$ cat src/rtl/sm_adder_table_writer_if.sv
// Write-port bundle between the sign-magnitude table writer and the table RAM,
// plus the start/busy/done handshake toward bring-up control.
interface sm_adder_table_writer_if #(
  parameter int DATA_WIDTH = 8,
  parameter int ADDR_WIDTH = 16
) ();
  logic                  start;
  logic                  busy;
  logic                  done;
  logic                  wr_en;
  logic                  wr_ready;
  logic [ADDR_WIDTH-1:0] wr_addr;
  logic [DATA_WIDTH:0]   wr_data;

  modport master (
    input  start, wr_ready,
    output busy, done, wr_en, wr_addr, wr_data
  );

  modport slave (
    output start, wr_ready,
    input  busy, done, wr_en, wr_addr, wr_data
  );
endinterface

$ cat src/rtl/sm_adder_table_writer.sv
// Walks every {a, b} address once and writes the sign-magnitude sum a+b to the
// lookup-table RAM, one beat per accepted cycle.
module sm_adder_table_writer #(
  parameter int DATA_WIDTH = 8,
  parameter int ADDR_WIDTH = 16
) (
  input  logic                   clk,
  input  logic                   reset,
  sm_adder_table_writer_if.master bus
);

  if (ADDR_WIDTH != 2 * DATA_WIDTH) begin : g_bad_width
    $error("sm_adder_table_writer: ADDR_WIDTH must equal 2*DATA_WIDTH");
  end

  localparam int MAG_W = DATA_WIDTH - 1;
  localparam logic [ADDR_WIDTH-1:0] ADDR_ONE = 1;

  typedef enum logic [1:0] {IDLE, WRITE, DONE} state_t;

  state_t                state;
  state_t                next_state;
  logic                  xfer;
  logic                  last_beat;
  logic [ADDR_WIDTH-1:0] addr_d;
  logic [DATA_WIDTH:0]   data_d;
  logic                  wr_en_d;
  logic                  busy_d;
  logic                  done_d;

  // Table entry for one address; a zero magnitude never carries a minus sign.
  function automatic logic [DATA_WIDTH:0] sm_sum(input logic [ADDR_WIDTH-1:0] addr);
    logic             sa;
    logic             sb;
    logic [MAG_W-1:0] ma;
    logic [MAG_W-1:0] mb;
    logic [DATA_WIDTH-1:0] mag;
    logic             sign;
    sa = addr[ADDR_WIDTH-1];
    ma = addr[ADDR_WIDTH-2 -: MAG_W];
    sb = addr[DATA_WIDTH-1];
    mb = addr[MAG_W-1:0];
    if (sa == sb) begin
      mag  = {1'b0, ma} + {1'b0, mb};
      sign = sa;
    end else if (ma > mb) begin
      mag  = {1'b0, ma - mb};
      sign = sa;
    end else begin
      mag  = {1'b0, mb - ma};
      sign = sb;
    end
    if (mag == '0) sign = 1'b0;
    return {sign, mag};
  endfunction

  // The registered wr_addr doubles as the build counter.
  assign xfer      = (state == WRITE) && bus.wr_ready;
  assign last_beat = (bus.wr_addr == '1);

  always_ff @(posedge clk or posedge reset) begin
    if (reset) begin
      state       <= IDLE;
      bus.wr_en   <= 1'b0;
      bus.busy    <= 1'b0;
      bus.done    <= 1'b0;
      bus.wr_addr <= '0;
      bus.wr_data <= '0;
    end else begin
      state       <= next_state;
      bus.wr_en   <= wr_en_d;
      bus.busy    <= busy_d;
      bus.done    <= done_d;
      bus.wr_addr <= addr_d;
      bus.wr_data <= data_d;
    end
  end

  always_comb begin
    next_state = state;
    case (state)
      IDLE:    if (bus.start) next_state = WRITE;
      WRITE:   if (xfer && last_beat) next_state = DONE;
      DONE:    next_state = IDLE;
      default: next_state = IDLE;
    endcase
  end

  always_comb begin
    addr_d = bus.wr_addr;
    if (state == IDLE && bus.start) begin
      addr_d = '0;
    end else if (xfer && !last_beat) begin
      addr_d = bus.wr_addr + ADDR_ONE;
    end
    data_d  = sm_sum(addr_d);
    wr_en_d = (next_state == WRITE);
    busy_d  = (next_state == WRITE);
    done_d  = (next_state == DONE);
  end

endmodule

$ cat src/flat_wrapper.sv
// flat-port wrapper written by rule: the top's interface ports become plain ports
module sm_adder_table_writer_flat 
#(
  parameter int DATA_WIDTH = 8,
  parameter int ADDR_WIDTH = 16
)
  (clk, reset, bus_start, bus_wr_ready, bus_busy, bus_done, bus_wr_en, bus_wr_addr, bus_wr_data);
  sm_adder_table_writer_if #(.DATA_WIDTH(DATA_WIDTH), .ADDR_WIDTH(ADDR_WIDTH)) bus_i ();
  input  logic clk;
  input  logic reset;
  input wire logic [$bits(bus_i.start)-1:0] bus_start;
  input wire logic [$bits(bus_i.wr_ready)-1:0] bus_wr_ready;
  output wire logic [$bits(bus_i.busy)-1:0] bus_busy;
  output wire logic [$bits(bus_i.done)-1:0] bus_done;
  output wire logic [$bits(bus_i.wr_en)-1:0] bus_wr_en;
  output wire logic [$bits(bus_i.wr_addr)-1:0] bus_wr_addr;
  output wire logic [$bits(bus_i.wr_data)-1:0] bus_wr_data;
  assign bus_i.start = bus_start;
  assign bus_i.wr_ready = bus_wr_ready;
  assign bus_busy = bus_i.busy;
  assign bus_done = bus_i.done;
  assign bus_wr_en = bus_i.wr_en;
  assign bus_wr_addr = bus_i.wr_addr;
  assign bus_wr_data = bus_i.wr_data;
  sm_adder_table_writer #(.DATA_WIDTH(DATA_WIDTH), .ADDR_WIDTH(ADDR_WIDTH)) u_core (.clk(clk), .reset(reset), .bus(bus_i));
endmodule
$ cat config.mk
export PLATFORM = sky130hd
export DESIGN_NAME = sm_adder_table_writer_flat
export DESIGN_NICKNAME = d
export VERILOG_FILES = /design/src/rtl/sm_adder_table_writer_if.sv /design/src/rtl/sm_adder_table_writer.sv /design/src/flat_wrapper.sv
export SDC_FILE = /design/constraint.sdc
export NUM_CORES = 1
export LEC_CHECK = 0
export CAP_MARGIN = 20
export CORE_AREA = 3 3 71 73
export DETAILED_ROUTE_END_ITERATION = 8
export DIE_AREA = 0 0 74 76
export GPL_ROUTABILITY_DRIVEN = 0
export GPL_TIMING_DRIVEN = 0
export PLACE_DENSITY = 0.72
export SLEW_MARGIN = 10
export SYNTH_ARGS = -nofsm -noshare
export SYNTH_HDL_FRONTEND = slang
export SYNTH_SLANG_ARGS = --single-unit
$ cat constraint.sdc
create_clock -name clk -period 10.8 [get_ports clk]
set_input_delay 2.16 -clock clk [delete_from_list [all_inputs] [get_ports clk]]
set_output_delay 2.16 -clock clk [all_outputs]
set_load 0.05 [all_outputs]
==> metrics.md, run 1 <==
| Metric | Value |
|---|---|
| Die width | `74 um` |
| Max Cap Viol | `0` |
| Initial core utilization | `0.4935` |
| Core ar. | `4414 um2` |
| Synth area leader | `dfrtp_1` |
| Crit. End Element | `register` |
| Fin area | `2668 um2` |
| DP HPWL | `3.819 mm` |
| Met1 wire length | `2.222 mm` |
| Max_slew headroom | `0.5506` |
| Placed Area | `2581 um2` |
| Routed vias/inst | `5.280` |
| Simple-Gate Fraction of Synth Area | `0.2085` |
| Clock sinks | `29` |
| Top post-synthesis cells by count | `inv_1 (30), dfrtp_1 (29), nor2_1 (25), ha_1 (21), or2_2 (13)` |
| Die Ht | `76 um` |
| CTS tree | `built` |
| Slowest cell delay on critical path | `570 ps` |
| Worst-path fanout max | `10` |
| Final setup viols | `0` |
| Area contributors post-synth | `dfrtp_1 (33%), ha_1 (12%), inv_1 (5.2%)` |
| Period utilization | `0.5949` |
| First-pass GRT wire length | `8.411 mm` |
| CTS resizes | `0` |
| Final min period | `6425 ps` |
| Gate Count Post-Synth | `234` |
| Predominant post-synthesis flop cell | `dfrtp_1` |
| Crit path DAT | `6580 ps` |
| Post-synthesis net count | `262` |
| Mux contribution to synthesized area | `0.04250` |
| Fin util | `0.6043` |
| Die footprint | `5624 um2` |
| WS Path Type | `primary input to register` |
| Pins Over Slew Limit | `0` |
| Share of layout cells above drive strength 1 | `0.1319` |
| Ant. Diodes | `0` |
| Register area share after synthesis | `0.3331` |
| Area delta synth->final | `22.46%` |
| Worst Skew | `7.032 ps` |
| Worst setup SP type | `primary input` |
| Most frequent cell after synthesis | `inv_1` |
| Synth Area in XOR/XNOR | `0.08329` |
| Max Clock Freq | `0.1556 GHz` |
| Cts hold-fix bufs | `0` |
| Post-synth EDFFs | `0` |
| Hold crit path type | `register to register` |
| First-pass DRT Iterations | `4` |
| Setup TNS | `0 ps` |
| Root Buffer Master | `clkbuf_8` |
| Max rail drop VDD | `0.1272 mV` |
| Vias in the first global route | `1,751` |
| Worst-skew pair later-pin latency | `280 ps` |
| H-Tree Depth | `2` |
| Top cell type's share of synthesized area | `0.3331` |
| Main combinational cell family by area after synthesis | `simple AND/OR/NAND/NOR gates` |
| FF+latch count, synth | `29` |
| GRT overflow | `0` |
| Count of final hold-check violations | `0` |
| Fin nets | `301` |
| Via count of the routed design | `1,716` |
| Max layer used | `met4` |
| Leak pwr | `0.001248 uW` |
| Antenna violations before repair | `0` |
| Area of the multi-input gates | `1306 um2` |
| Clock transition at the registers of the reported paths | `60 ps` |
| Worst-margin pin slew | `671.2 ps` |
| WP data required | `10,950 ps` |
| Asr flop ratio synth | `1.000` |
| Drt total wl | `4.798 mm` |
| Met3 wire length | `199 um` |
| Synth cell types | `45` |
| Met2 wire length | `2.294 mm` |
| Drt drc | `0` |
| Site Rows | `24` |
| Cts bufs inserted | `5` |
| Slowest CP cell | `nor3b_2` |
| Drt initial violations | `116` |
| Worst-path cell chain | `clkdlybuf4s50_1 -> nor3b_2 -> clkbuf_1 -> or2_2 -> inv_1 -> ha_1 -> nor2b_1 -> o311ai_1 -> a21oi_1 -> o21ai_2 -> mux2_2 -> mux2i_1 -> xor2_1 -> nor4_2 -> a31oi_1` |
| Post-synthesis cell area | `2178 um2` |
| Largest net degree at the start of global routing | `22` |
| Register area | `725.7 um2` |
| IO Pins | `32` |
| Post-route antenna net violation count | `0` |
| Port Buffers | `31` |
| # Post-CTS Setup Buffers | `0` |
| RSZ-0062 raised after global routing | `false` |
| Mean post-synth cell area | `9.309 um2` |
| Synth Area in Compound Gates | `0.1172` |
| Fillers | `389` |
| Yosys warns | `0` |
| Clock tree buffer depth | `2` |
| Wire per inst | `14.76 um` |
| Gr usage total | `0.1914` |
| Post-Synth Adder-Cell Area | `0.1482` |
| Power Dens Cells | `235.3 nW/um2` |
| Status | `finished, final reports clean` |
==> critical path, delay by kind of cell <==
family / cells / cell delay (ps)
simple gates: 4 / 1200
fa+ha+maj: 1 / 350
compound gates: 4 / 1170
buf+inv: 3 / 990
xor+xnor: 1 / 120
mux: 2 / 560
==> metal layers <==
| layer | GRT usage | vias up |
|---|---|---|
| met2 | 0.2970 | 43 |
| met4 | 0.06159 | 0 |
| met3 | 0.03562 | 8 |
| met1 | 0.2660 | 803 |
| li1 | - | 862 |
| met5 | 0 | - |
==> metrics by stage <==
step           hold WS [ps]  total power [uW]  std cells  worst slack (ps)
6_report              603.1             627.7        325              4375
3_5_place_dp          600.0             537.5        318              4147
5_1_grt               642.1             677.0        325              4148
4_1_cts               609.5             631.6        325              4440
3_3_place_gp          572.0             532.8        317              4235
2_1_floorplan         555.8             436.2        234              5271
==> logic make-up after synthesis <==
family,after synthesis
XOR/XNOR,19
multiplexers,9
flip-flops,29
AND/OR/NAND/NOR,79
adder cells (fa/ha/maj),24
AO/OA/AOI/OAI,38
buffers and inverters,36
==> placed cells by master, fill, tap and decap left out, types with 7 or more instances in the layout <==
master and n:
inv_1 30, or2_2 13, nor2_1 25, ha_1 21, clkdlybuf4s50_1 31, a21oi_1 12, xor2_1 9, mux2i_1 7
nand3_1 9, xnor2_1 8, dfrtp_1 29
==> final cells by class <==
type                    instances  area share
multi-input cells             169      0.4897
inverters                      30     0.04221
flip-flops and latches         29      0.2720
plain buffers                   6     0.01266
well taps                      52     0.02439
repair buffers                 32      0.1266
clock buffers                   7     0.03236
==> report_power, final <==
group          leakage [uW]  internal, uW  switching [uW]
Clock             0.0000443          50.4            40.1
Sequential         0.000372           133            20.6
Combinational      0.000832           144             240
Total               0.00125           327             300
==> flip-flops by register name (all words and copies together) (netlist names) <==
signal,count
u_core.bus.done,1
u_core.bus.wr_addr,16
u_core.bus.wr_data,9
u_core.bus.wr_en,1
u_core.state,2
==> worst paths after layout <==
check | slack (ps) | start | cells after the start | endpoint
min | 600 | u_core.state[1]$_DFF_PP0_ | 2 | u_core.bus.wr_en$_DFF_PP0_
max | 4380 | bus_start | 15 | u_core.bus.wr_data[8]$_DFF_PP0_
max reg2reg | 6160 | u_core.bus.wr_addr[0]$_DFF_PP0_ | 21 | u_core.bus.wr_data[8]$_DFF_PP0_
min reg2reg | 600 | u_core.state[1]$_DFF_PP0_ | 2 | u_core.bus.wr_en$_DFF_PP0_
min in group asynchronous | 2170 | reset | 2 | u_core.bus.wr_data[2]$_DFF_PP0_
max in group asynchronous | 8180 | reset | 3 | u_core.bus.wr_data[1]$_DFF_PP0_
(Power assumes the default switching activity.)
==> run 2: changes to the inputs <==
--- a/config.mk
+++ b/config.mk
@@ -11,7 +11,7 @@
 export DIE_AREA = 0 0 74 76
 export GPL_ROUTABILITY_DRIVEN = 0
 export GPL_TIMING_DRIVEN = 0
-export PLACE_DENSITY = 0.72
+export PLACE_DENSITY = 0.74
 export SLEW_MARGIN = 10
 export SYNTH_ARGS = -nofsm -noshare
 export SYNTH_HDL_FRONTEND = slang
==> constraint.sdc (replaced) <==
create_clock -name clk -period 5.7 [get_ports clk]
set_input_delay 1.14 -clock clk [delete_from_list [all_inputs] [get_ports clk]]
set_output_delay 1.14 -clock clk [all_outputs]
set_load 0.05 [all_outputs]
==> metrics.md, run 2 (synthesis gave the netlist of run 1 again) <==
| Metric | Value |
|---|---|
| Root Buffer Master | `clkbuf_8` |
| Status | `finished, final reports clean` |
| Leak pwr | `0.001248 uW` |
| CTS resizes | `0` |
| Site Rows | `24` |
| Ant. Diodes | `0` |
| Largest net degree at the start of global routing | `22` |
| Worst-path fanout max | `10` |
| Post-place setup slack | `142.1 ps` |
| WP data required | `5850 ps` |
| Cts hold-fix bufs | `0` |
| Period utilization | `0.9328` |
| Slowest cell delay on critical path | `540 ps` |
| Most frequent cells in the layout | `clkdlybuf4s50_1 (31), inv_1 (30), dfrtp_1 (29)` |
| Worst-margin pin slew | `638.1 ps` |
| Antenna violations before repair | `0` |
| Cell-internal power | `620.9 uW` |
| Wire per inst | `14.83 um` |
| Max reg flops | `16` |
| Final min period | `5317 ps` |
| RSZ-0062 raised after global routing | `false` |
| First-pass DRT Iterations | `4` |
| # Post-CTS Setup Buffers | `0` |
| Clock tree buffer depth | `2` |
| Die footprint | `5624 um2` |
| DP HPWL | `3.813 mm` |
| Switching pwr | `572.7 uW` |
| Biggest register | `u_core.bus.wr_addr` |
| Routed vias/inst | `5.366` |
| Crit path DAT | `5460 ps` |
| CTS tree | `built` |
| Worst Skew | `3.805 ps` |
| Max_slew headroom | `0.5727` |
| Power Dens Cells | `447.4 nW/um2` |
| Switch share | `0.4798` |
| Gr usage total | `0.1928` |
| Drt drc | `0` |
| WS Path Type | `primary input to register` |
| Worst-path cell chain | `clkdlybuf4s50_1 -> nor3b_2 -> clkbuf_1 -> or2_2 -> inv_1 -> ha_1 -> nor2b_1 -> o311ai_1 -> a21oi_1 -> o21ai_2 -> mux2_2 -> mux2i_1 -> xor2_1 -> nor4_2 -> a31oi_1` |
| Top Registers | `u_core.bus.wr_addr x16, u_core.bus.wr_data x9, u_core.state x2` |
| Area delta synth->final | `22.46%` |
| Worst setup SP type | `primary input` |
| Clock transition at the registers of the reported paths | `60 ps` |
| Worst-skew pair later-pin latency | `270 ps` |
| Die Ht | `76 um` |
| Logic pwr share | `0.614` |
| Fin nets | `301` |
| GRT overflow | `0` |
| Setup TNS | `0 ps` |
| Via count of the routed design | `1,744` |
| Max Clock Freq | `0.1881 GHz` |
| Vias in the first global route | `1,738` |
| Slowest CP cell | `nor3b_2` |
| Core ar. | `4414 um2` |
| Max Cap Viol | `0` |
| Final setup viols | `0` |
| Port Buffers | `31` |
| Final cell count without fillers | `325` |
| Count of final hold-check violations | `0` |
| Initial core utilization | `0.4935` |
| Pins Over Slew Limit | `0` |
| Worst Slack Setup Final | `383.2 ps` |
| Drt initial violations | `109` |
| Crit path buffers/inverters | `3` |
| Clk pwr share | `0.141` |
| Placed insts | `318` |
| Cts bufs inserted | `5` |
| Hold crit path type | `register to register` |
| Die width | `74 um` |
| Clock sinks | `29` |
| Sequential share of power | `0.245` |
| Crit. End Element | `register` |
| Drt total wl | `4.820 mm` |
| CP delay by family, top | `simple AND/OR/NAND/NOR gates` |
| H-Tree Depth | `2` |
| Share of layout cells above drive strength 1 | `0.1319` |
| Most common cell after layout, fill and taps aside | `clkdlybuf4s50_1` |
| Max rail drop VDD | `0.2039 mV` |
| IO Pins | `32` |
| First-pass GRT wire length | `8.493 mm` |
| Post-route antenna net violation count | `0` |
run 2: cell counts in the layout (fill, tap and decap cells not counted):
No cell type changed its count.
run 2: worst paths after layout:
| kind | cells after the start | slack, ps | to | from |
|---|---|---|---|---|
| min reg2reg | 2 | 590 | u_core.state[0]$_DFF_PP0_ | u_core.state[1]$_DFF_PP0_ |
| min | 2 | 590 | u_core.state[0]$_DFF_PP0_ | u_core.state[1]$_DFF_PP0_ |
| min in group asynchronous | 2 | 1160 | u_core.bus.wr_data[7]$_DFF_PP0_ | reset |
| max | 15 | 380 | u_core.bus.wr_data[8]$_DFF_PP0_ | bus_start |
| max in group asynchronous | 3 | 4090 | u_core.bus.wr_addr[10]$_DFF_PP0_ | reset |
| max reg2reg | 21 | 1050 | u_core.bus.wr_data[8]$_DFF_PP0_ | u_core.bus.wr_addr[0]$_DFF_PP0_ |
run 2: power groups by stage:
stage / combinational, uW / sequential, uW / clock [uW]
3_5_place_dp: 727 / 297 / 0
6_report: 732 / 292 / 169
2_1_floorplan: 372 / 454 / 0
5_1_grt: 805 / 300 / 185
3_3_place_gp: 714 / 294 / 0
4_1_cts: 732 / 293 / 173
run 2: layout make-up:
type                            count  area, um2
Buffer                              6      33.78
Clock buffer                        7      86.33
Fill cell                         405       1747
Inverter                           30      112.6
Multi-Input combinational cell    169       1306
Sequential cell                    29      725.7
Tap cell                           52      65.06
Timing Repair Buffer               32      337.8
run 2: stage by stage:
| step | power [uW] | utilization | hold WS (ps) | cell area [um2] |
|---|---|---|---|---|
| floorplan | 826.6 | - | 555.8 | 2178 |
| global placement | 1009 | 0.5785 | 574.8 | 2554 |
| detailed placement | 1024 | 0.5848 | 589.7 | 2581 |
| CTS | 1198 | 0.6043 | 599.1 | 2668 |
| global route | 1289 | 0.6043 | 637.1 | 2668 |
| finish | 1194 | 0.6043 | 592.2 | 2668 |
run 2: per-layer routing:
metal  share of wire  vias to the layer above  global-route usage
met5               0                        -                   0
met4           0.012                        0             0.05435
met3           0.041                        4             0.03562
met2            0.48                       44              0.3014
met1            0.47                      839              0.2693
li1                -                      857                   -
run 2: worst min-delay path: stages, from the launching register on:
cell,delay [ps]
dfrtp_1,370
o21bai_1,140
nor2_1,50
